**src/rtl/minv_reg_unload.sv**
```systemverilog
// 256-bit operand/result unload register: captures a parallel value and streams it as DW-bit words.
// Optional build macro MINV_UNLOAD_MSW_FIRST_EN selects most-significant-word-first order.
module minv_reg_unload #(
    parameter int DW    = 32,
    parameter int WORDS = 8,
    parameter int CW    = 3
) (
    input  logic                clk,
    input  logic                rst,
    input  logic                load,
    input  logic [DW*WORDS-1:0] din,
    input  logic                replay,
    input  logic                flush,
    output logic [DW-1:0]       dout,
    output logic                dout_valid,
    input  logic                dout_ready,
    output logic                dout_last,
    output logic                busy,
    output logic                done,
    output logic [CW-1:0]       word_idx
);

    localparam int TW = DW * WORDS;
    localparam logic [CW-1:0] LAST = CW'(WORDS - 1);

    typedef enum logic {
        IDLE = 1'b0,
        SEND = 1'b1
    } state_t;

    state_t        state_q, state_d;
    logic [CW-1:0] cnt_q, cnt_d;
    logic [TW-1:0] sreg_q, sreg_d;
    logic [TW-1:0] sreg_rot;
    logic          has_data_q, has_data_d;
    logic          done_q, done_d;

`ifdef MINV_UNLOAD_MSW_FIRST_EN
    assign dout     = sreg_q[TW-1:TW-DW];
    assign sreg_rot = {sreg_q[TW-DW-1:0], sreg_q[TW-1:TW-DW]};
`else
    assign dout     = sreg_q[DW-1:0];
    assign sreg_rot = {sreg_q[DW-1:0], sreg_q[TW-1:DW]};
`endif

    assign dout_valid = (state_q == SEND);
    assign busy       = (state_q == SEND);
    assign dout_last  = (state_q == SEND) && (cnt_q == LAST);
    assign word_idx   = cnt_q;
    assign done       = done_q;

    always_comb begin
        state_d    = state_q;
        cnt_d      = cnt_q;
        sreg_d     = sreg_q;
        has_data_d = has_data_q;
        done_d     = 1'b0;
        if (flush) begin
            // sreg keeps its partial rotation; clearing has_data blocks replay of it
            state_d    = IDLE;
            cnt_d      = '0;
            has_data_d = 1'b0;
        end else begin
            unique case (state_q)
                IDLE: begin
                    if (load) begin
                        sreg_d     = din;
                        has_data_d = 1'b1;
                        cnt_d      = '0;
                        state_d    = SEND;
                    end else if (replay && has_data_q) begin
                        cnt_d   = '0;
                        state_d = SEND;
                    end
                end
                SEND: begin
                    if (dout_ready) begin
                        sreg_d = sreg_rot;
                        if (cnt_q == LAST) begin
                            cnt_d   = '0;
                            state_d = IDLE;
                            done_d  = 1'b1;
                        end else begin
                            cnt_d = cnt_q + 1'b1;
                        end
                    end
                end
            endcase
        end
    end

    always_ff @(posedge clk or posedge rst) begin
        if (rst) begin
            state_q    <= IDLE;
            cnt_q      <= '0;
            sreg_q     <= '0;
            has_data_q <= 1'b0;
            done_q     <= 1'b0;
        end else begin
            state_q    <= state_d;
            cnt_q      <= cnt_d;
            sreg_q     <= sreg_d;
            has_data_q <= has_data_d;
            done_q     <= done_d;
        end
    end

endmodule
```
**config.mk**
```make
export PLATFORM = sky130hd
export DESIGN_NAME = minv_reg_unload
export DESIGN_NICKNAME = d
export VERILOG_FILES = /design/src/rtl/minv_reg_unload.sv
export SDC_FILE = /design/constraint.sdc
export NUM_CORES = 1
export LEC_CHECK = 0
export CAP_MARGIN = 20
export CORE_MARGIN = 4
export CORE_UTILIZATION = 35
export CTS_CLUSTER_SIZE = 16
export DETAILED_ROUTE_END_ITERATION = 7
export PLACE_DENSITY_LB_ADDON = 0.2
export SLEW_MARGIN = 40
export SYNTH_ARGS = -nofsm -noshare
export SYNTH_HDL_FRONTEND = slang
export SYNTH_SLANG_ARGS = --single-unit
```
**constraint.sdc**
```tcl
create_clock -name clk -period 7.8 [get_ports clk]
set_input_delay 0.78 -clock clk [delete_from_list [all_inputs] [get_ports clk]]
set_output_delay 0.78 -clock clk [all_outputs]
set_load 0.02 [all_outputs]
```
==> results.sh, run 1 <==
export IMPL_tns_ns=0
export IMPL_ir_worst_vdd_v=0.000154
export IMPL_status="complete, no violations"
export IMPL_numCtsBuffers=31
export IMPL_synth_top_family_by_area="multiplexers"
export IMPL_cp_max_fo=62
export IMPL_grt_max_degree=143
export IMPL_cts_resized=0
export IMPL_final_nets=1405
export IMPL_max_freq_mhz=310
export IMPL_place_area_sq_mm=0.0169
export IMPL_chipHeight_um=208
export IMPL_max_slew_margin_rel_pct=42.1
export IMPL_drt_pass1_iterations=4
export IMPL_required_ns=7.02
export IMPL_clk_insertion_delay_late_ns=0.56
export IMPL_synth_area_per_cell_sq_um=15.7
export IMPL_min_from="sreg_q[43]"
export IMPL_syn_nets=1152
export IMPL_worstMarginPinSlew_ns=0.869
export IMPL_grt_pass1_wl_um=48900
export IMPL_wirelength_um=30400
export IMPL_worst_setup_path_end_kind="primary output"
export IMPL_clockBufferDepth=3
export IMPL_drcViolationCount=0
export IMPL_grtUsageTotal_pct=13.7
export IMPL_die_area_sq_mm=0.0432
export IMPL_routabilityCongestion=0.719
export IMPL_hpwl_um=19900
export IMPL_synth_warning_count=0
export IMPL_grt_setup_unrepaired="no"
export IMPL_cts_tree="done"
export IMPL_clk_pin_slew_ns=0.06
export IMPL_dieWidth_um=208
export IMPL_setup_viol_count_final=0
export IMPL_coreArea_sq_mm=0.0391
export IMPL_synth_cells=888
export IMPL_synth_seq_area_share_pct=46.9
export IMPL_critPathMaxStageDelay_ns=0.94
export IMPL_power_uw=4690
export IMPL_cts_setup_buffers=0
export IMPL_path_cells="and2_1, clkdlybuf4s50_1"
export IMPL_period_needed_ns=3.23
export IMPL_portBuffers=300
export IMPL_hold_viol=0
export IMPL_clock_sinks=262
export IMPL_rows=72
export IMPL_antenna_found_initial=0
export IMPL_crit_start="busy"
export IMPL_synth_seq_cells=262
export IMPL_initial_core_util_pct=35.8
export IMPL_synth_cell_types=23
export IMPL_drtIter0Drc=323
export IMPL_synth_compound_area_share_pct=0.358
export IMPL_hold_ws_ns=0.482
export IMPL_cp_arrival_ns=2.45
export IMPL_antenna_left=0
export IMPL_grt_pass1_vias=8560
export IMPL_r2r_start="busy"
export IMPL_final_period_utilization_pct=41.4
export IMPL_power_density_mw_per_mm2=261
export IMPL_maxSlewViolCount=0
export IMPL_ios=301
export IMPL_cts_htree_levels=1
export IMPL_wire_per_inst_um=18.1
export IMPL_final_cell_mix="clkdlybuf4s50_1 (300), mux2_2 (284), dfrtp_1 (261)"
export IMPL_viasPerCell=4.57
export IMPL_synth_mux_area_share_pct=45.9
export IMPL_cts_root_buffer="clkbuf_16"
export IMPL_yosys_area_share_adder_pct=0.179
export IMPL_fin_area_sq_mm=0.0180
export IMPL_drive_gt1_share_pct=43.9
export IMPL_num_vias=7678
export IMPL_synthSimpleGateAreaFrac_pct=0.385
export IMPL_overflow=0
export IMPL_hp_class="reg -> reg"
export IMPL_start_kind="flop"
export IMPL_p_leak_uw=0.00751
export IMPL_hold_buffers=0
export IMPL_syn_to_final_growth_pct=28.6
export IMPL_drv_cap=0
export IMPL_slowest_stage="dfrtp_4"
export IMPL_diodes=0
export IMPL_syn_area_sq_mm=0.0140
export IMPL_synth_xor_xnor_area_share_pct=0
export IMPL_finClkSkew_ns=0.0111
export IMPL_critPathKind="reg -> out"
export IMPL_layout_commonest_cell="clkdlybuf4s50_1"
-- per-layer routing --
layer | wire (um) | vias to the layer above | global-route usage, %
li1 | - | 3678 | -
met1 | 14200 | 3774 | 19.0
met2 | 13500 | 190 | 21.0
met3 | 2000 | 36 | 4.43
met4 | 612 | 0 | 2.92
met5 | 0 | - | 0
-- power by group --
| group | internal [uW] | switching (uW) |
|---|---|---|
| clock | 897 | 565 |
| sequential | 1770 | 234 |
| combinational | 855 | 372 |
-- cells in the mapped netlist --
library cell,number,area (sq um)
a211oi_1,1,7.51
a211oi_2,1,12.5
a21oi_1,2,10.0
a22oi_1,2,15.0
and2_1,1,6.26
buf_2,3,15.0
buf_4,33,248
buf_6,34,383
buf_8,14,210
clkbuf_1,6,22.5
dfrtp_1,262,6560
ha_1,2,25.0
inv_1,2,7.51
mux2_1,66,743
mux2_2,284,3200
mux2_4,164,2460
mux2i_1,1,10.0
nand2_1,2,7.51
nor2_1,4,15.0
nor2_4,1,11.3
nor2b_1,1,6.26
nor3b_1,1,7.51
o21ai_0,1,5.00
-- path summary, 6_finish.rpt --
kind | end | slack, ns | cells after the start
setup / recovery | dout_last | 4.57 | 2
hold / removal | sreg_q[43] | 0.48 | 1
setup reg to reg | sreg_q[72] | 4.62 | 5
hold reg to reg | sreg_q[43] | 0.48 | 1
max in group asynchronous | sreg_q[22] | 5.84 | 5
min in group asynchronous | sreg_q[70] | 0.73 | 3
-- cells by family after synthesis --
| family | count (synthesis) |
|---|---|
| adder cells (fa/ha/maj) | 2 |
| multiplexers | 515 |
| AO/OA/AOI/OAI | 7 |
| AND/OR/NAND/NOR | 10 |
| flip-flops | 262 |
| buffers and inverters | 92 |
-- worst max-delay path, delay by kind of cell, from the launching register on --
family                 cells  cell delay (ns)
buffers and inverters      1             0.63
and+or+nand+nor            1             0.31
DFF                        1             0.94
-- layout make-up --
| cell class | instances | area (sq um) |
|---|---|---|
| Clock inverter | 3 | 40.0 |
| Inverter | 2 | 11.3 |
| Sequential cell | 262 | 6560 |
| Clock buffer | 52 | 1000 |
| Multi-Input combinational cell | 534 | 6540 |
| Timing Repair Buffer | 310 | 3170 |
| Tap cell | 518 | 648 |
| Fill cell | 3562 | 21100 |
-- through the flow --
| stage | cells | util [%] | setup slack [ns] |
|---|---|---|---|
| finish | 1681 | 46.0 | 4.57 |
| global route | 1681 | 46.0 | 4.43 |
| CTS | 1680 | 45.9 | 4.48 |
| detailed placement | 1625 | 43.2 | 4.23 |
| global placement | 1624 | 43.1 | 4.23 |
| floorplan | 888 | - | 3.56 |
-- state kept, by name, indices dropped and copies added, names as in the netlist --
signal,count
sreg_q,256
word_idx,3
busy,1
done,1
has_data_q,1
No activity file was read; power rests on OpenSTA's default activity.
==> run 2, diff against run 1 <==
==> constraint.sdc (replaced) <==
create_clock -name clk -period 3.2 [get_ports clk]
set_input_delay 0.32 -clock clk [delete_from_list [all_inputs] [get_ports clk]]
set_output_delay 0.32 -clock clk [all_outputs]
set_load 0.02 [all_outputs]
==> results.sh, run 2 (synthesized netlist as in run 1, its figures left out) <==
export IMPL_status="complete, no violations"
export IMPL_drt_pass1_iterations=4
export IMPL_setup_viol_count_final=0
export IMPL_required_ns=2.88
export IMPL_power_density_mw_per_mm2=623
export IMPL_cts_resized=0
export IMPL_antenna_found_initial=1
export IMPL_maxSlewViolCount=0
export IMPL_drcViolationCount=0
export IMPL_worst_setup_path_end_kind="primary output"
export IMPL_portBuffers=300
export IMPL_cts_htree_levels=1
export IMPL_initial_core_util_pct=35.8
export IMPL_regMostFlops="sreg_q"
export IMPL_grt_max_degree=133
export IMPL_cts_setup_buffers=0
export IMPL_drive_gt1_share_pct=44.5
export IMPL_numCtsBuffers=30
export IMPL_clockBufferDepth=3
export IMPL_ios=301
export IMPL_antenna_left=0
export IMPL_max_freq_mhz=414
export IMPL_cp_max_fo=5
export IMPL_grt_pass1_wl_um=49700
export IMPL_chipHeight_um=208
export IMPL_place_ws_ns=0.756
export IMPL_critPathKind="reg -> out"
export IMPL_ir_worst_vdd_v=0.000360
export IMPL_fillCellCount=3500
export IMPL_cts_tree="done"
export IMPL_viasPerCell=4.61
export IMPL_period_needed_ns=2.42
export IMPL_clk_insertion_delay_late_ns=0.55
export IMPL_hp_class="in -> async"
export IMPL_rows=72
export IMPL_final_period_utilization_pct=75.5
export IMPL_clk_pin_slew_ns=0.06
export IMPL_grt_pass1_vias=8723
export IMPL_drv_cap=0
export IMPL_overflow=0
export IMPL_clock_sinks=262
export IMPL_final_setup_worst_slack_ns=0.783
export IMPL_hpwl_um=21500
export IMPL_hold_viol=0
export IMPL_hold_ws_ns=0.193
export IMPL_grtUsageTotal_pct=13.9
export IMPL_wire_per_inst_um=18.2
export IMPL_die_area_sq_mm=0.0432
export IMPL_p_leak_uw=0.00755
export IMPL_num_vias=7818
export IMPL_drtIter0Drc=266
export IMPL_final_cell_mix="clkdlybuf4s50_1 (300), mux2_2 (284), dfrtp_1 (261)"
export IMPL_routabilityCongestion=0.728
export IMPL_wirelength_um=30800
export IMPL_grt_setup_unrepaired="no"
export IMPL_hold_buffers=0
export IMPL_final_nets=1420
export IMPL_cts_root_buffer="clkbuf_16"
export IMPL_largest_reg_flops=256
export IMPL_dieWidth_um=208
export IMPL_layout_commonest_cell="clkdlybuf4s50_1"
export IMPL_finClkSkew_ns=0.00704
export IMPL_worstMarginPinSlew_ns=0.841
export IMPL_diodes=0
export IMPL_start_kind="flop"
export IMPL_cp_arrival_ns=2.10
export IMPL_coreArea_sq_mm=0.0391
export IMPL_max_slew_margin_rel_pct=43.9
export IMPL_syn_to_final_growth_pct=29.0
==> run 2: power breakdown <==
part / internal [uW] / switching (uW) / total, uW
Clock: 1970 / 1330 / 3300
Sequential: 4310 / 564 / 4870
Combinational: 2100 / 952 / 3050
Total: 8380 / 2850 / 11200
==> run 2: final cells by class <==
cell class	count	area, sq um	area share, %
inverters	2	11.3	0.0624
flip-flops and latches	262	6560	36.4
clock inverters	7	37.5	0.208
repair buffers	326	3310	18.4
multi-input cells	534	6540	36.3
well taps	518	648	3.59
clock buffers	48	930	5.15
==> run 2: per-layer routing <==
metal  GRT usage (%)  wire, um
met3            3.63      1730
met5               0        15
met1            19.8     14700
met4            2.72       546
met2            21.6     13900
==> run 2: worst paths after layout <==
kind	start	end	slack, ns	cells past startpoint
max in group asynchronous	rst	sreg_q[151]	2.10	4
min in group clk	sreg_q[64]	sreg_q[64]	0.48	1
worst max register to register	busy	sreg_q[41]	1.05	3
worst min-delay path	rst	sreg_q[198]	0.19	2
worst max-delay path	word_idx[0]	dout_last	0.78	4
worst min register to register	sreg_q[64]	sreg_q[64]	0.48	1
==> run 2: worst max-delay path: stages, from the launching register on <==
cell,delay (ns)
dfrtp_1,0.42
ha_1,0.22
ha_1,0.18
and2_1,0.18
clkdlybuf4s50_1,0.55
==> run 2: per-stage QoR <==
stage / TNS (ns) / cell area [sq um] / std cells / power, uW / util [%]
3_3_place_gp: 0 / 17100 / 1642 / 7950 / 43.7
4_1_cts: 0 / 18000 / 1697 / 11400 / 46.1
3_5_place_dp: 0 / 17100 / 1642 / 8010 / 43.7
5_1_grt: 0 / 18000 / 1697 / 11900 / 46.1
2_1_floorplan: -150.79 / 14000 / 888 / 7190 / -
6_report: 0 / 18000 / 1697 / 11200 / 46.1
